File: src/rtl/wb_arbiter2.sv
// Two-master round-robin Wishbone arbiter; ownership is held for the whole cyc envelope.
// Optional ack timeout with error pulse is enabled by defining WB_ARB_TIMEOUT_EN.
module wb_arbiter2 #(
  parameter int unsigned AW      = 16,
  parameter int unsigned DW      = 16,
  parameter int unsigned TIMEOUT = 255
) (
  input  logic          clk,
  input  logic          rst_n,
  input  logic          m0_cyc,
  input  logic          m0_stb,
  input  logic          m0_we,
  input  logic [AW-1:0] m0_adr,
  input  logic [DW-1:0] m0_dat_i,
  output logic [DW-1:0] m0_dat_o,
  output logic          m0_ack,
  output logic          m0_err,
  input  logic          m1_cyc,
  input  logic          m1_stb,
  input  logic          m1_we,
  input  logic [AW-1:0] m1_adr,
  input  logic [DW-1:0] m1_dat_i,
  output logic [DW-1:0] m1_dat_o,
  output logic          m1_ack,
  output logic          m1_err,
  output logic          s_cyc,
  output logic          s_stb,
  output logic          s_we,
  output logic [AW-1:0] s_adr,
  output logic [DW-1:0] s_dat_o,
  input  logic [DW-1:0] s_dat_i,
  input  logic          s_ack,
  output logic [1:0]    gnt
);

  if (TIMEOUT < 2 || TIMEOUT > 65535) begin : gen_bad_timeout
    $error("wb_arbiter2: TIMEOUT out of range 2..65535");
  end

  typedef enum logic [1:0] {StIdle, StOwn0, StOwn1} state_e;

  state_e state_q, state_d;
  logic   last_q, last_d;  // index of the master that owned the bus most recently
  logic   own0, own1, owner_cyc, owner_stb, supp;

  always_ff @(posedge clk or negedge rst_n) begin
    if (!rst_n) begin
      state_q <= StIdle;
      last_q  <= 1'b1;
    end else begin
      state_q <= state_d;
      last_q  <= last_d;
    end
  end

  always_comb begin
    state_d = state_q;
    last_d  = last_q;
    unique case (state_q)
      StIdle: begin
        if (m0_cyc && m1_cyc) state_d = last_q ? StOwn0 : StOwn1;
        else if (m0_cyc)      state_d = StOwn0;
        else if (m1_cyc)      state_d = StOwn1;
      end
      StOwn0: begin
        if (!m0_cyc) begin
          last_d  = 1'b0;
          state_d = m1_cyc ? StOwn1 : StIdle;
        end
      end
      StOwn1: begin
        if (!m1_cyc) begin
          last_d  = 1'b1;
          state_d = m0_cyc ? StOwn0 : StIdle;
        end
      end
      default: state_d = StIdle;
    endcase
  end

  assign own0      = (state_q == StOwn0);
  assign own1      = (state_q == StOwn1);
  assign owner_cyc = (own0 & m0_cyc) | (own1 & m1_cyc);
  assign owner_stb = (own0 & m0_stb) | (own1 & m1_stb);

  assign gnt      = {own1, own0};
  assign s_cyc    = owner_cyc;
  assign s_stb    = owner_stb & ~supp;
  assign s_we     = own1 ? m1_we    : m0_we;
  assign s_adr    = own1 ? m1_adr   : m0_adr;
  assign s_dat_o  = own1 ? m1_dat_i : m0_dat_i;
  assign m0_dat_o = s_dat_i;
  assign m1_dat_o = s_dat_i;
  assign m0_ack   = own0 & s_ack & ~supp;
  assign m1_ack   = own1 & s_ack & ~supp;

`ifdef WB_ARB_TIMEOUT_EN
  localparam logic [15:0] TmoLast = 16'(TIMEOUT - 1);

  logic [15:0] cnt_q, cnt_d;
  logic        supp_q, supp_d;
  logic        waiting, tmo;

  assign waiting = s_cyc & s_stb & ~s_ack;
  assign tmo     = waiting & (cnt_q == TmoLast);
  assign supp    = supp_q;
  assign m0_err  = own0 & tmo;
  assign m1_err  = own1 & tmo;

  // Leaving ownership always passes through owner cyc low, which clears both.
  always_comb begin
    cnt_d  = (waiting && !tmo) ? cnt_q + 16'd1 : 16'd0;
    supp_d = supp_q;
    if (tmo)             supp_d = 1'b1;
    else if (!owner_cyc) supp_d = 1'b0;
  end

  always_ff @(posedge clk or negedge rst_n) begin
    if (!rst_n) begin
      cnt_q  <= 16'd0;
      supp_q <= 1'b0;
    end else begin
      cnt_q  <= cnt_d;
      supp_q <= supp_d;
    end
  end
`else
  assign supp   = 1'b0;
  assign m0_err = 1'b0;
  assign m1_err = 1'b0;
`endif

endmodule

File: config.mk
export PLATFORM = sky130hd
export DESIGN_NAME = wb_arbiter2
export DESIGN_NICKNAME = d
export VERILOG_FILES = /design/src/rtl/wb_arbiter2.sv
export SDC_FILE = /design/constraint.sdc
export NUM_CORES = 1
export LEC_CHECK = 0
export BUFFER_PORTS_ARGS = -buffer_cell sky130_fd_sc_hd__buf_2
export CAP_MARGIN = 10
export CORE_AREA = 2 2 63 65
export CTS_CLUSTER_DIAMETER = 80
export DETAILED_ROUTE_END_ITERATION = 16
export DIE_AREA = 0 0 65 67
export PLACE_DENSITY_LB_ADDON = 0.2
export SLEW_MARGIN = 20
export SYNTH_ARGS = -nofsm -noshare
export SYNTH_HDL_FRONTEND = slang
export SYNTH_SLANG_ARGS = --single-unit
File: constraint.sdc
create_clock -name clk -period 1.65 [get_ports clk]
set_clock_uncertainty 0.15 [all_clocks]
set_input_delay 0.0825 -clock clk [delete_from_list [all_inputs] [get_ports clk]]
set_output_delay 0.0825 -clock clk [all_outputs]
set_load 0.05 [all_outputs]
Word-level counts from Yosys, hierarchy flattened:

Cells that the tools add are included.

* register bits: 3
* input port bits: 89
* output and inout port bits: 73
* logic and storage cells: 35

* equal/unequal tests: 5
* multiplexer cells: 15
* bitwise logic cells: 8
* reduce and logical (&&, ||, !) cells: 5

Operators with widths (number)
* $mux W16: 2
* $mux W2: 7
* $and A1 B1 Y1: 6
* $pmux W2 S3: 1
* $reduce_and A3 Y1: 2
* $mux W1: 4
* $ne A2 B2 Y1 const B: 2
* $ne A4 B4 Y1 const B: 1
* $eq A2 B1 Y1 const B: 1
* $eq A2 B2 Y1 const B: 1
* $logic_not A2 Y1: 1
* $or A1 B1 Y1: 2
* $pmux W1 S2: 1
* $reduce_bool A2 Y1: 1
* $logic_and A1 B1 Y1: 1

Depth between registers and ports, before layout:

Gate-level depths: netlist (run 1).

* word-level depth: 4
* mapped depth: 4
* depth with buffers taken out: 3

Worst setup path before layout (run 1):

OpenSTA, ideal clock, no wires.

* kind: register to output
* start: reg state_q[0]
* end: out s_cyc
* arrival: 1.269 ns
* required time: 1.417 ns
* path slack: 0.149 ns
* stages on the path, launching flop included: 5
* buffers on the path: 2
* cell sequence: dfrtp_1 nor2b_2 buf_6 buf_12 a22o_1

* word-level cells in the longest chain between the ends: 3
* elaborated cells between the ends (all ways): 5
* classes of those cells: eq/ne (2); bitwise (3)

Ends and longest elaborated chain
* start, declared: RTL line 42 `state_e state_q, state_d;`
* start signal, assigned: RTL line 48 `state_q <= StIdle;`
* start signal, assigned: RTL line 51 `state_q <= state_d;`
* $eq A2 B1 Y1 or $eq A2 B2 Y1 (tied branches): RTL line 81, 82
* $and A1 B1 Y1: RTL line 83 `assign owner_cyc = (own0 & m0_cyc) | (own1 & m1_cyc);`
* $or A1 B1 Y1 *: RTL line 83
* end, declared: RTL line 26 `output logic s_cyc,`

Mark *: on every way between the ends. The rest lies on a longest branch, timed or not.

Final worst setup path (run 1):

* start: reg state_q[0]
* end: out s_dat_o[2]

* word-level cells in the longest chain between the ends: 2

Ends and longest elaborated chain
* $eq A2 B2 Y1: RTL line 82 `assign own1 = (state_q == StOwn1);`
* $mux W16: RTL line 91 `assign s_dat_o = own1 ? m1_dat_i : m0_dat_i;`
* end, declared: RTL line 30 `output logic [DW-1:0] s_dat_o,`

Every way passes these cells.

==> summary.txt, run 1 <==
Outcome
  • Outcome: complete, but fails checks
  • Violated checks: setup timing

Setup path
  • Crit-path cells: nor2b_4 -> buf_12 -> clkbuf_16 -> mux2_4 -> buf_6
  • CP peak stage delay: roughly 0.39 ns
  • Delay-heaviest family, CP: buffers and inverters
  • CP Class: reg -> out
  • Critical path launch point type: flop
  • Critical Path RT: between 1 and 1.5 ns
  • CP bufs+invs: 3
  • CP endpoint kind: output port
  • Largest fanout on the critical path: 6
  • Crit path DAT: ~1.5 ns
  • Slowest cell on the critical path: dfrtp_1

Power
  • P per Cell Area: 1120 mW/mm^2
  • Max VDD drop: 678 uV
  • Total Power: around 2000 uW
  • Static Leak: just under 0.001 uW

Routing
  • Final WL: between 3000 and 4000 um
  • Post-route ant nets: 0
  • DR WL/cell: 13.1 um
  • Vias per inst: approximately 4.3
  • DRC viols: 0
  • DR pass1 iterations: 4
  • Starting DRT DRC Count: 9
  • Vias: about 990

Clock tree
  • CTS tree: yes
  • Cts bufs inserted: 3
  • H-tree levels: 1
  • Max clock buf depth: 2
  • Clock Latency Late Sink: between 0.2 and 0.25 ns
  • CTS Root Cell: clkbuf_8
  • Clk slew on worst S/H paths: roughly 0.030 ns
  • CTS Sinks: 3

Placed design
  • Pre-CTS worst setup slack: around 0.078 ns
  • Final Wtd Congestion: about 0.60
  • IO Port Bufs: 111
  • Post-Place Cell Area: between 0.001 and 0.0015 mm^2

Finish
  • Area growth syn-to-layout: 83.1%
  • Layout cells sized above 1: 0.885
  • Diodes inserted: 0
  • Final core utilization: 0.504
  • Fin nets: 273
  • Fin area: approximately 0.0018 mm^2
  • Fill cells: 334

Global route
  • Largest net degree at the start of global routing: 14
  • Global-route usage over all layers: 0.118
  • First-pass GRT wire length: around 4000 um
  • Vias in the first global route: approximately 930
  • Initial antenna violation count: 0
  • Total gr overflow: 0

Floorplanning
  • # rows: 22
  • Die Span X: 65 um
  • Starting density of the core: 0.275
  • DIE AREA: about 0.0044 mm^2
  • Io pins: ~160
  • Core area: 0.00361 mm^2
  • Die height: 67 um

Synthesis
  • Post-synth top area share: 0.393
  • Most common cell in the netlist: buf_4
  • #FFs+latches synth: 3
  • Post-synth EDFFs: 0
  • Register area share after synthesis: 0.0769
  • Primary FF master, synth: dfrtp_1
  • Synth warn: 0
  • Netlist cell types: 17
  • Commonest cells post-synth: buf_4 (36), mux2_4 (26), mux2_2 (7), and2_1 (4)
  • Area leader, netlist: mux2_4
  • Area contributors post-synth: mux2_4 (39%), buf_4 (27%), mux2_2 (7.9%)
  • Async set-reset flop share out of synthesis: 1.00
  • Synth Cell Area: roughly 990 um^2
  • Post-Syn Area per Cell: about 11 um^2
  • Synthesized instance count: 94

Timing
  • Setup TNS: -2.75 ns
  • Final number of setup-violating endpoints: 28
  • Tmin final: 1.76 ns
  • RSZ-0062 raised after global routing: true
  • F_max: around 570 MHz
  • Worst setup margin: -0.110 ns
  • Final count of pins violating max slew: 0
  • Fin crit share: 1.07
  • Hold Vio Cnt, Final: 0

Run
  • Max-Cap Viols: 0

Hold path
  • Path category of the worst min-delay check: in -> out
[logic make-up (layout without fill, tap and decap cells)]
| logic type | Yosys count | count (layout) | share of synthesized area |
|---|---|---|---|
| AO/OA/AOI/OAI | 6 | 6 | 0.0404 |
| buffers and inverters | 41 | 129 | 0.348 |
| flip-flops | 3 | 3 | 0.0769 |
| multiplexers | 33 | 33 | 0.473 |
| other | 1 | 2 | 0.00378 |
| AND/OR/NAND/NOR | 10 | 10 | 0.0580 |
[repair_timing]
| action | 4_1_cts | 5_1_grt |
|---|---|---|
| cloned | 2 | 2 |
| pin swaps | 0 | 2 |
| gates resized for setup | 62 | 49 |
| setup endpoints to repair | 35 | 37 |
| endpoints found under the hold margin | 5 | 0 |
| hold buffers | 3 | 0 |
| setup buffers | 3 | 2 |
[metrics by stage]
step / hold slack, ns / instances
floorplan: -0.363 / 95
global route: 0.0151 / 231
detailed placement: -0.269 / 218
CTS: 0.0155 / 230
global placement: -0.269 / 218
finish: 0.0150 / 231
[registers in the layout, summed over array words and instances, names as in the netlist]
name     flops
state_q      2
last_q       1
[placed cells by master (no fill, tap or decap), types with 2 or more instances in the layout]
cell type      synthesis  final
buf_2                  0     74
mux2_4                26     33
buf_6                  1     26
buf_8                  0     11
and2_1                 4      4
buf_4                 36      4
buf_12                 3      4
clkbuf_8               0      3
dlygate4sd3_1          0      3
a22o_1                 2      2
nor2_1                 3      2
o22ai_1                2      2
o21ai_0                2      2
conb_1                 1      2
clkbuf_16              0      2
dfrtp_1                2      2
[final cells by class]
| class | instances | area, um^2 | area share |
|---|---|---|---|
| flip-flops and latches | 3 | 76.3 | 0.0420 |
| well taps | 48 | 60.1 | 0.0331 |
| multi-input cells | 51 | 613 | 0.337 |
| inverters | 1 | 3.75 | 0.00207 |
| clock buffers | 4 | 45.0 | 0.0248 |
| repair buffers | 124 | 1020 | 0.561 |
[layer usage]
metal  GRT usage  wire length, um
met1       0.107              986
met2       0.236             1680
met3      0.0473              365
met4      0.0399                0
met5           0                0
[worst paths after layout]
kind	startpoint	to	slack [ns]	cells after the start
worst max register to register	state_q[0]$_DFFE_PN0P_	state_q[0]$_DFFE_PN0P_	0.38	5
min in group asynchronous	rst_n	state_q[1]$_DFFE_PN0P_	0.04	2
worst min-delay path	s_dat_i[3]	m1_dat_o[3]	0.02	0
worst min register to register	last_q$_DFFE_PN1P_	last_q$_DFFE_PN1P_	0.35	2
worst max-delay path	state_q[0]$_DFFE_PN0P_	s_dat_o[2]	-0.11	5
max in group asynchronous	rst_n	last_q$_DFFE_PN1P_	1.12	2
[power breakdown]
| part | switching, uW | internal (uW) | total, uW |
|---|---|---|---|
| combinational | 899 | 799 | 1700 |
| sequential | 18.5 | 107 | 125 |
| clock | 48.6 | 165 | 213 |
(Power assumes the default switching activity.)
==> inputs of run 2 (changes only) <==
--- a/config.mk
+++ b/config.mk
@@ -5,6 +5,7 @@
 export SDC_FILE = /design/constraint.sdc
 export NUM_CORES = 1
 export LEC_CHECK = 0
+export ABC_AREA = 1
 export BUFFER_PORTS_ARGS = -buffer_cell sky130_fd_sc_hd__buf_2
 export CAP_MARGIN = 10
 export CORE_AREA = 2 2 63 65
==> summary.txt, run 2 <==
Outcome
  • Outcome: completed (was complete, but fails checks)

Synthesis
  • Commonest cells post-synth: nand2_1 (106), buf_4 (36), inv_1 (6), nand3_1 (6), nor2_1 (6) (was buf_4 (36), mux2_4 (26), mux2_2 (7), and2_1 (4))
  • Synthesized instance count: 176 (was 94)
  • #FFs+latches synth: 3 (unchanged)
  • Post-synth EDFFs: 0 (unchanged)
  • Synth Cell Area: 905 um^2 (was 992 um^2)
  • Post-synth top area share: 0.440 (was 0.393)
  • Netlist cell types: 14 (was 17)
  • Register area share after synthesis: 0.0844 (was 0.0769)
  • Area contributors post-synth: nand2_1 (44%), buf_4 (30%), dfrtp_1 (5.5%) (was mux2_4 (39%), buf_4 (27%), mux2_2 (7.9%))
  • Post-Syn Area per Cell: 5.14 um^2 (was 10.6 um^2)
  • Synth warn: 0 (unchanged)
  • Area leader, netlist: nand2_1 (was mux2_4)
  • Async set-reset flop share out of synthesis: 1.00 (unchanged)
  • Primary FF master, synth: dfrtp_1 (unchanged)
  • Most common cell in the netlist: nand2_1 (was buf_4)

Run
  • Max-Cap Viols: 0 (unchanged)

Placed design
  • Final Wtd Congestion: 0.812 (was 0.603)
  • IO Port Bufs: 111 (unchanged)
  • Pre-CTS worst setup slack: 0.166 ns (was 0.0779 ns)
  • Dpl hpwl: 2350 um

Finish
  • Max FFs per register: 2 (unchanged)
  • Final core utilization: 0.398 (was 0.504)
  • Top flop regs: state_q x2, last_q x1 (unchanged)
  • Most frequent cells in the layout: nand2_1 (106), buf_2 (77), buf_4 (20) (was buf_2 (74), mux2_4 (33), buf_6 (26))
  • Layout cells sized above 1: 0.477 (was 0.885)
  • Footprint of the multi-input gates: 483 um^2 (was 613 um^2)
  • Area growth syn-to-layout: 58.6% (was 83.1%)
  • Most common cell after layout, fill and taps aside: nand2_1 (was buf_2)
  • Top reg by flops: state_q (unchanged)
  • Fill cells: 423 (was 334)
  • Diodes inserted: 0 (unchanged)
  • Fin nets: 346 (was 273)
  • FF/Latch Area: 76.3 um^2 (unchanged)

Clock tree
  • Post-CTS setup repair buffer count: 0 (was 3)
  • H-tree levels: 1 (unchanged)
  • Clk slew on worst S/H paths: 0.03 ns (about the same)
  • Clock Latency Late Sink: 0.22 ns (was 0.21 ns)
  • CTS Sinks: 3 (unchanged)
  • Cts bufs inserted: 3 (unchanged)
  • Max clock buf depth: 2 (unchanged)
  • CTS tree: yes (unchanged)
  • CTS Root Cell: clkbuf_8 (unchanged)

Timing
  • RSZ-0062 raised after global routing: true (unchanged)
  • Final count of pins violating max slew: 0 (unchanged)
  • F_max: 638 MHz (was 568 MHz)
  • Worst setup margin: 0.0824 ns (was -0.110 ns)
  • Hold Vio Cnt, Final: 0 (unchanged)
  • Tmin final: 1.57 ns (was 1.76 ns)
  • Final number of setup-violating endpoints: 0 (was 28)
  • Hold_ws: 0.0150 ns (about the same)
  • Fin crit share: 0.950 (was 1.07)

Setup path
  • RR Startpoint: state_q[1]$_DFFE_PN0P_ (was state_q[0]$_DFFE_PN0P_)
  • Crit path DAT: 1.34 ns (was 1.53 ns)
  • Worst Setup SP: state_q[0]$_DFFE_PN0P_ (unchanged)
  • Slowest cell on the critical path: dfrtp_1 (unchanged)
  • Worst setup path end: s_adr[8] (was s_dat_o[2])
  • Cells on worst reg2reg path: 4 (was 5)
  • Critical Path RT: 1.42 ns (about the same)
  • CP endpoint kind: output port (unchanged)
  • R2R Path End: last_q$_DFFE_PN1P_ (was state_q[0]$_DFFE_PN0P_)
  • Crit-path cells: inv_2 -> nand2_2 -> inv_2 -> buf_6 -> nand2_1 -> nand2_1 -> clkbuf_4 (was nor2b_4 -> buf_12 -> clkbuf_16 -> mux2_4 -> buf_6)
  • R2r setup slk: 0.43 ns (was 0.38 ns)
  • Largest fanout on the critical path: 14 (was 6)
  • CP Class: reg -> out (unchanged)
  • Critical path launch point type: flop (unchanged)
  • CP peak stage delay: 0.39 ns (about the same)

Routing
  • Post-route ant nets: 0 (unchanged)
  • Final WL: 2960 um (was 3030 um)
  • DR WL/cell: 9.73 um (was 13.1 um)
  • Vias: 1224 (was 989)
  • DR pass1 iterations: 4 (unchanged)
  • DRC viols: 0 (unchanged)
  • Vias per inst: 4.03 (was 4.28)
  • Starting DRT DRC Count: 40 (was 9)

Floorplanning
  • Die height: 67 um (unchanged)
  • Starting density of the core: 0.251 (was 0.275)
  • # rows: 22 (unchanged)
  • DIE AREA: 0.00436 mm^2 (unchanged)
  • Io pins: 162 (unchanged)
  • Die Span X: 65 um (unchanged)
  • Core area: 0.00361 mm^2 (unchanged)

Power
  • Max VDD drop: 868 uV (was 678 uV)
  • P per Cell Area: 2470 mW/mm^2 (was 1120 mW/mm^2)
  • Static Leak: 0.000961 uW (was 0.000974 uW)

Global route
  • First-pass GRT wire length: 4490 um (was 4010 um)
  • Global-route usage over all layers: 0.129 (was 0.118)
  • Largest net degree at the start of global routing: 22 (was 14)
  • Vias in the first global route: 1119 (was 933)
  • Initial antenna violation count: 0 (unchanged)
  • Total gr overflow: 0 (unchanged)

Hold path
  • Hold Startpoint: s_dat_i[4] (was s_dat_i[3])
  • Path category of the worst min-delay check: in -> out (unchanged)
run 2: cell count changes in the layout (fill, tap and decap cells not counted), sizes merged, moves of 2 or more:
cell / delta
nand2: +106
mux2: -33
buf: -11
inv: +7
nand3: +6
clkbuf: +5
and2: -4
nor2: +3
o22ai: -2
run 2: cell families after synthesis:
group	share of synthesized area
buffers and inverters	0.386
AND/OR/NAND/NOR	0.505
flip-flops	0.0844
AO/OA/AOI/OAI	0.0207
other	0.00415
run 2: worst max-delay path, delay by kind of cell, from the launching register on:
| kind | cells | cell delay [ns] |
|---|---|---|
| DFF | 1 | 0.39 |
| buffers and inverters | 4 | 0.55 |
| and+or+nand+nor | 3 | 0.18 |
run 2: layout make-up:
cell class / count / area share
clock buffer: 4 / 0.0314
inverter: 8 / 0.0209
multi-input combinational: 124 / 0.337
sequential: 3 / 0.0532
tap: 48 / 0.0418
timing repair buffer: 117 / 0.516
run 2: layer usage:
layer  GRT usage  share of wire
met5           0              0
met3      0.0338           0.12
met1       0.125           0.37
met4      0.0479         0.0064
met2       0.256           0.50
run 2: where the power goes:
group	leakage (uW)	internal, uW	total (uW)	switching, uW
registers	0.0000356	120	150	30.1
logic	0.000902	926	3170	2240
clock network	0.0000228	165	217	51.9
total	0.000961	1210	3540	2330
run 2: how the worst min path moves through the flow:
stage,endpoint,slack (ns),cells past startpoint
global route,m1_dat_o[6],0.02,0
floorplan,state_q[0]$_DFFE_PN0P_,-0.36,0
detailed placement,state_q[1]$_DFFE_PN0P_,-0.27,1
global placement,state_q[1]$_DFFE_PN0P_,-0.27,1
finish,m0_dat_o[4],0.02,0
CTS,last_q$_DFFE_PN1P_,0.01,3
run 2: stage by stage:
stage,TNS (ns),std cells,total power [uW],cell area [um^2]
floorplan,0,177,2650,908
CTS,0,304,3260,1310
finish,0,304,3540,1440
global route,-0.00340,304,3780,1440
global placement,0,298,3000,1230
detailed placement,0,298,3000,1230
run 2: repair_timing:
| action | in CTS | in global routing |
|---|---|---|
| setup endpoints to repair | 20 | 35 |
| hold buffers | 2 | 0 |
| hold endpoints to repair | 4 | 0 |
| gates resized for setup | 4 | 67 |
| gates cloned | 0 | 0 |
==> inputs of run 3 (changes only) <==
--- a/config.mk
+++ b/config.mk
@@ -8,10 +8,11 @@
 export ABC_AREA = 1
 export BUFFER_PORTS_ARGS = -buffer_cell sky130_fd_sc_hd__buf_2
 export CAP_MARGIN = 10
-export CORE_AREA = 2 2 63 65
+export CELL_PAD_IN_SITES_DETAIL_PLACEMENT = 1
+export CELL_PAD_IN_SITES_GLOBAL_PLACEMENT = 2
+export CORE_UTILIZATION = 10
 export CTS_CLUSTER_DIAMETER = 80
 export DETAILED_ROUTE_END_ITERATION = 16
-export DIE_AREA = 0 0 65 67
 export PLACE_DENSITY_LB_ADDON = 0.2
 export SLEW_MARGIN = 20
 export SYNTH_ARGS = -nofsm -noshare
==> summary.txt, run 3 (synthesis results as in run 2) <==
Outcome
  • Outcome: completed (unchanged)

Setup path
  • Crit path DAT: 1.34 ns (about the same)
  • Crit-path cells: inv_2 -> nand2_4 -> buf_4 -> nor2_1 -> buf_2 (was inv_2 -> nand2_2 -> inv_2 -> buf_6 -> nand2_1 -> nand2_1 -> clkbuf_4)
  • Critical Path RT: 1.42 ns (about the same)
  • Critical path launch point type: flop (unchanged)
  • CP endpoint kind: output port (unchanged)
  • Largest fanout on the critical path: 11 (was 14)
  • CP Class: reg -> out (unchanged)
  • CP peak stage delay: 0.39 ns (about the same)
  • CP bufs+invs: 3 (was 4)
  • Slowest cell on the critical path: dfrtp_1 (unchanged)
  • Delay-heaviest family, CP: buffers and inverters (unchanged)

Floorplanning
  • Core area: 0.00872 mm^2 (was 0.00361 mm^2)
  • Starting density of the core: 0.104 (was 0.251)
  • Die Span X: 97.1 um (was 65 um)
  • Die height: 97.1 um (was 67 um)
  • # rows: 34 (was 22)
  • DIE AREA: 0.00943 mm^2 (was 0.00436 mm^2)
  • Io pins: 162 (unchanged)

Routing
  • DR WL/cell: 9.81 um (was 9.73 um)
  • Vias: 1268 (was 1224)
  • DRC viols: 0 (unchanged)
  • Starting DRT DRC Count: 13 (was 40)
  • Vias per inst: 3.44 (was 4.03)
  • DR pass1 iterations: 3 (was 4)
  • Final WL: 3620 um (was 2960 um)
  • Post-route ant nets: 0 (unchanged)

Global route
  • Total gr overflow: 0 (unchanged)
  • First-pass GRT wire length: 5780 um (was 4490 um)
  • Global-route usage over all layers: 0.0735 (was 0.129)
  • Largest net degree at the start of global routing: 15 (was 22)
  • GR Util met1: 0.0846 (was 0.125)
  • Vias in the first global route: 1241 (was 1119)
  • GR peak layer: met2 (unchanged)
  • Grt met3 use: 0.0158 (was 0.0338)
  • Grt met2 use: 0.137 (was 0.256)
  • Initial antenna violation count: 0 (unchanged)

Clock tree
  • CTS tree: yes (unchanged)
  • Cts bufs inserted: 3 (unchanged)
  • Clk slew on worst S/H paths: 0.03 ns (about the same)
  • CTS Root Cell: clkbuf_8 (unchanged)
  • CTS Sinks: 3 (unchanged)
  • Max clock buf depth: 2 (unchanged)
  • Clock Latency Late Sink: 0.21 ns (was 0.22 ns)
  • H-tree levels: 1 (unchanged)

Finish
  • Layout cells sized above 1: 0.490 (was 0.477)
  • Fin cells: 369 (was 304)
  • Most frequent cells in the layout: nand2_1 (106), buf_2 (77), buf_6 (28) (was nand2_1 (106), buf_2 (77), buf_4 (20))
  • Fin nets: 351 (was 346)
  • Top flop regs: state_q x2, last_q x1 (unchanged)
  • Max FFs per register: 2 (unchanged)
  • Most common cell after layout, fill and taps aside: nand2_1 (unchanged)
  • Top reg by flops: state_q (unchanged)
  • Area growth syn-to-layout: 79.1% (was 58.6%)
  • Diodes inserted: 0 (unchanged)

Power
  • Static Leak: 0.00101 uW (was 0.000961 uW)
  • P per Cell Area: 2380 mW/mm^2 (was 2470 mW/mm^2)
  • Total Power: 3860 uW (was 3540 uW)
  • Max VDD drop: 592 uV (was 868 uV)

Hold path
  • Path category of the worst min-delay check: in -> out (unchanged)

Placed design
  • Placed Cells: 362 (was 298)
  • IO Port Bufs: 111 (unchanged)
  • Final Wtd Congestion: 0.666 (was 0.812)
  • Dpl hpwl: 3120 um (was 2350 um)

Timing
  • Tmin final: 1.57 ns (about the same)
  • F_max: 637 MHz (was 638 MHz)
  • Fin crit share: 0.951 (was 0.950)
  • Final count of pins violating max slew: 0 (unchanged)
  • Final number of setup-violating endpoints: 0 (unchanged)
  • RSZ-0062 raised after global routing: true (unchanged)
  • Hold Vio Cnt, Final: 0 (unchanged)

Run
  • Max-Cap Viols: 0 (unchanged)
-- run 3: worst reg2reg max path, cell delays in order (launching register included) --
cell and delay (ns):
dfrtp_1 0.44, nor2_1 0.20, nand2_1 0.09, nor2_1 0.09, nor2_1 0.06, nand2_1 0.05, nand2_1 0.05
-- run 3: worst paths after layout --
check / start / end / slack [ns] / cells after the start
setup / recovery: state_q[0]$_DFFE_PN0P_ / m1_ack / 0.08 / 5
hold reg to reg: last_q$_DFFE_PN1P_ / last_q$_DFFE_PN1P_ / 0.35 / 2
setup reg to reg: state_q[1]$_DFFE_PN0P_ / state_q[0]$_DFFE_PN0P_ / 0.40 / 6
min in group asynchronous: rst_n / state_q[1]$_DFFE_PN0P_ / 0.05 / 2
hold / removal: s_dat_i[13] / m0_dat_o[13] / 0.02 / 0
max in group asynchronous: rst_n / last_q$_DFFE_PN1P_ / 1.11 / 2
-- run 3: routing by layer --
layer,vias up,wire [um],share of wire
li1,655,-,-
met1,552,1480,0.41
met2,59,1830,0.51
met3,2,301,0.083
met4,0,5,0.0014
met5,-,0,0
-- run 3: timing repair --
| action | 4_1_cts | 5_1_grt |
|---|---|---|
| hold endpoints to repair | 4 | 0 |
| cloned | 0 | 0 |
| setup buffers | 0 | 1 |
| setup endpoints to repair | 32 | 37 |
| gates resized for setup | 31 | 39 |
| hold buffers | 2 | 0 |
-- run 3: per-stage QoR --
stage | area [um^2] | setup WS (ns) | util | hold WS, ns | setup TNS [ns]
finish | 1620 | 0.0812 | 0.186 | 0.0150 | 0
global route | 1620 | -0.00576 | 0.186 | 0.0151 | -0.0102
CTS | 1480 | -0.0281 | 0.170 | 0.0155 | -0.0281
detailed placement | 1340 | 0.172 | 0.154 | -0.266 | 0
global placement | 1340 | 0.213 | 0.154 | -0.269 | 0
floorplan | 908 | 0.0333 | - | -0.363 | 0
-- run 3: area by class of cell --
cell class / instances / area [um^2]
inverter: 8 / 32.5
timing repair buffer: 122 / 841
tap: 108 / 135
multi-input combinational: 124 / 490
clock buffer: 4 / 45.0
fill: 1116 / 7100
sequential: 3 / 76.3
-- run 3: power by group --
| group | internal, uW | leakage [uW] | switching [uW] |
|---|---|---|---|
| clock network | 165 | 0.0000228 | 46.2 |
| logic | 1130 | 0.000951 | 2360 |
| registers | 120 | 0.0000356 | 37.3 |
| total | 1410 | 0.00101 | 2450 |
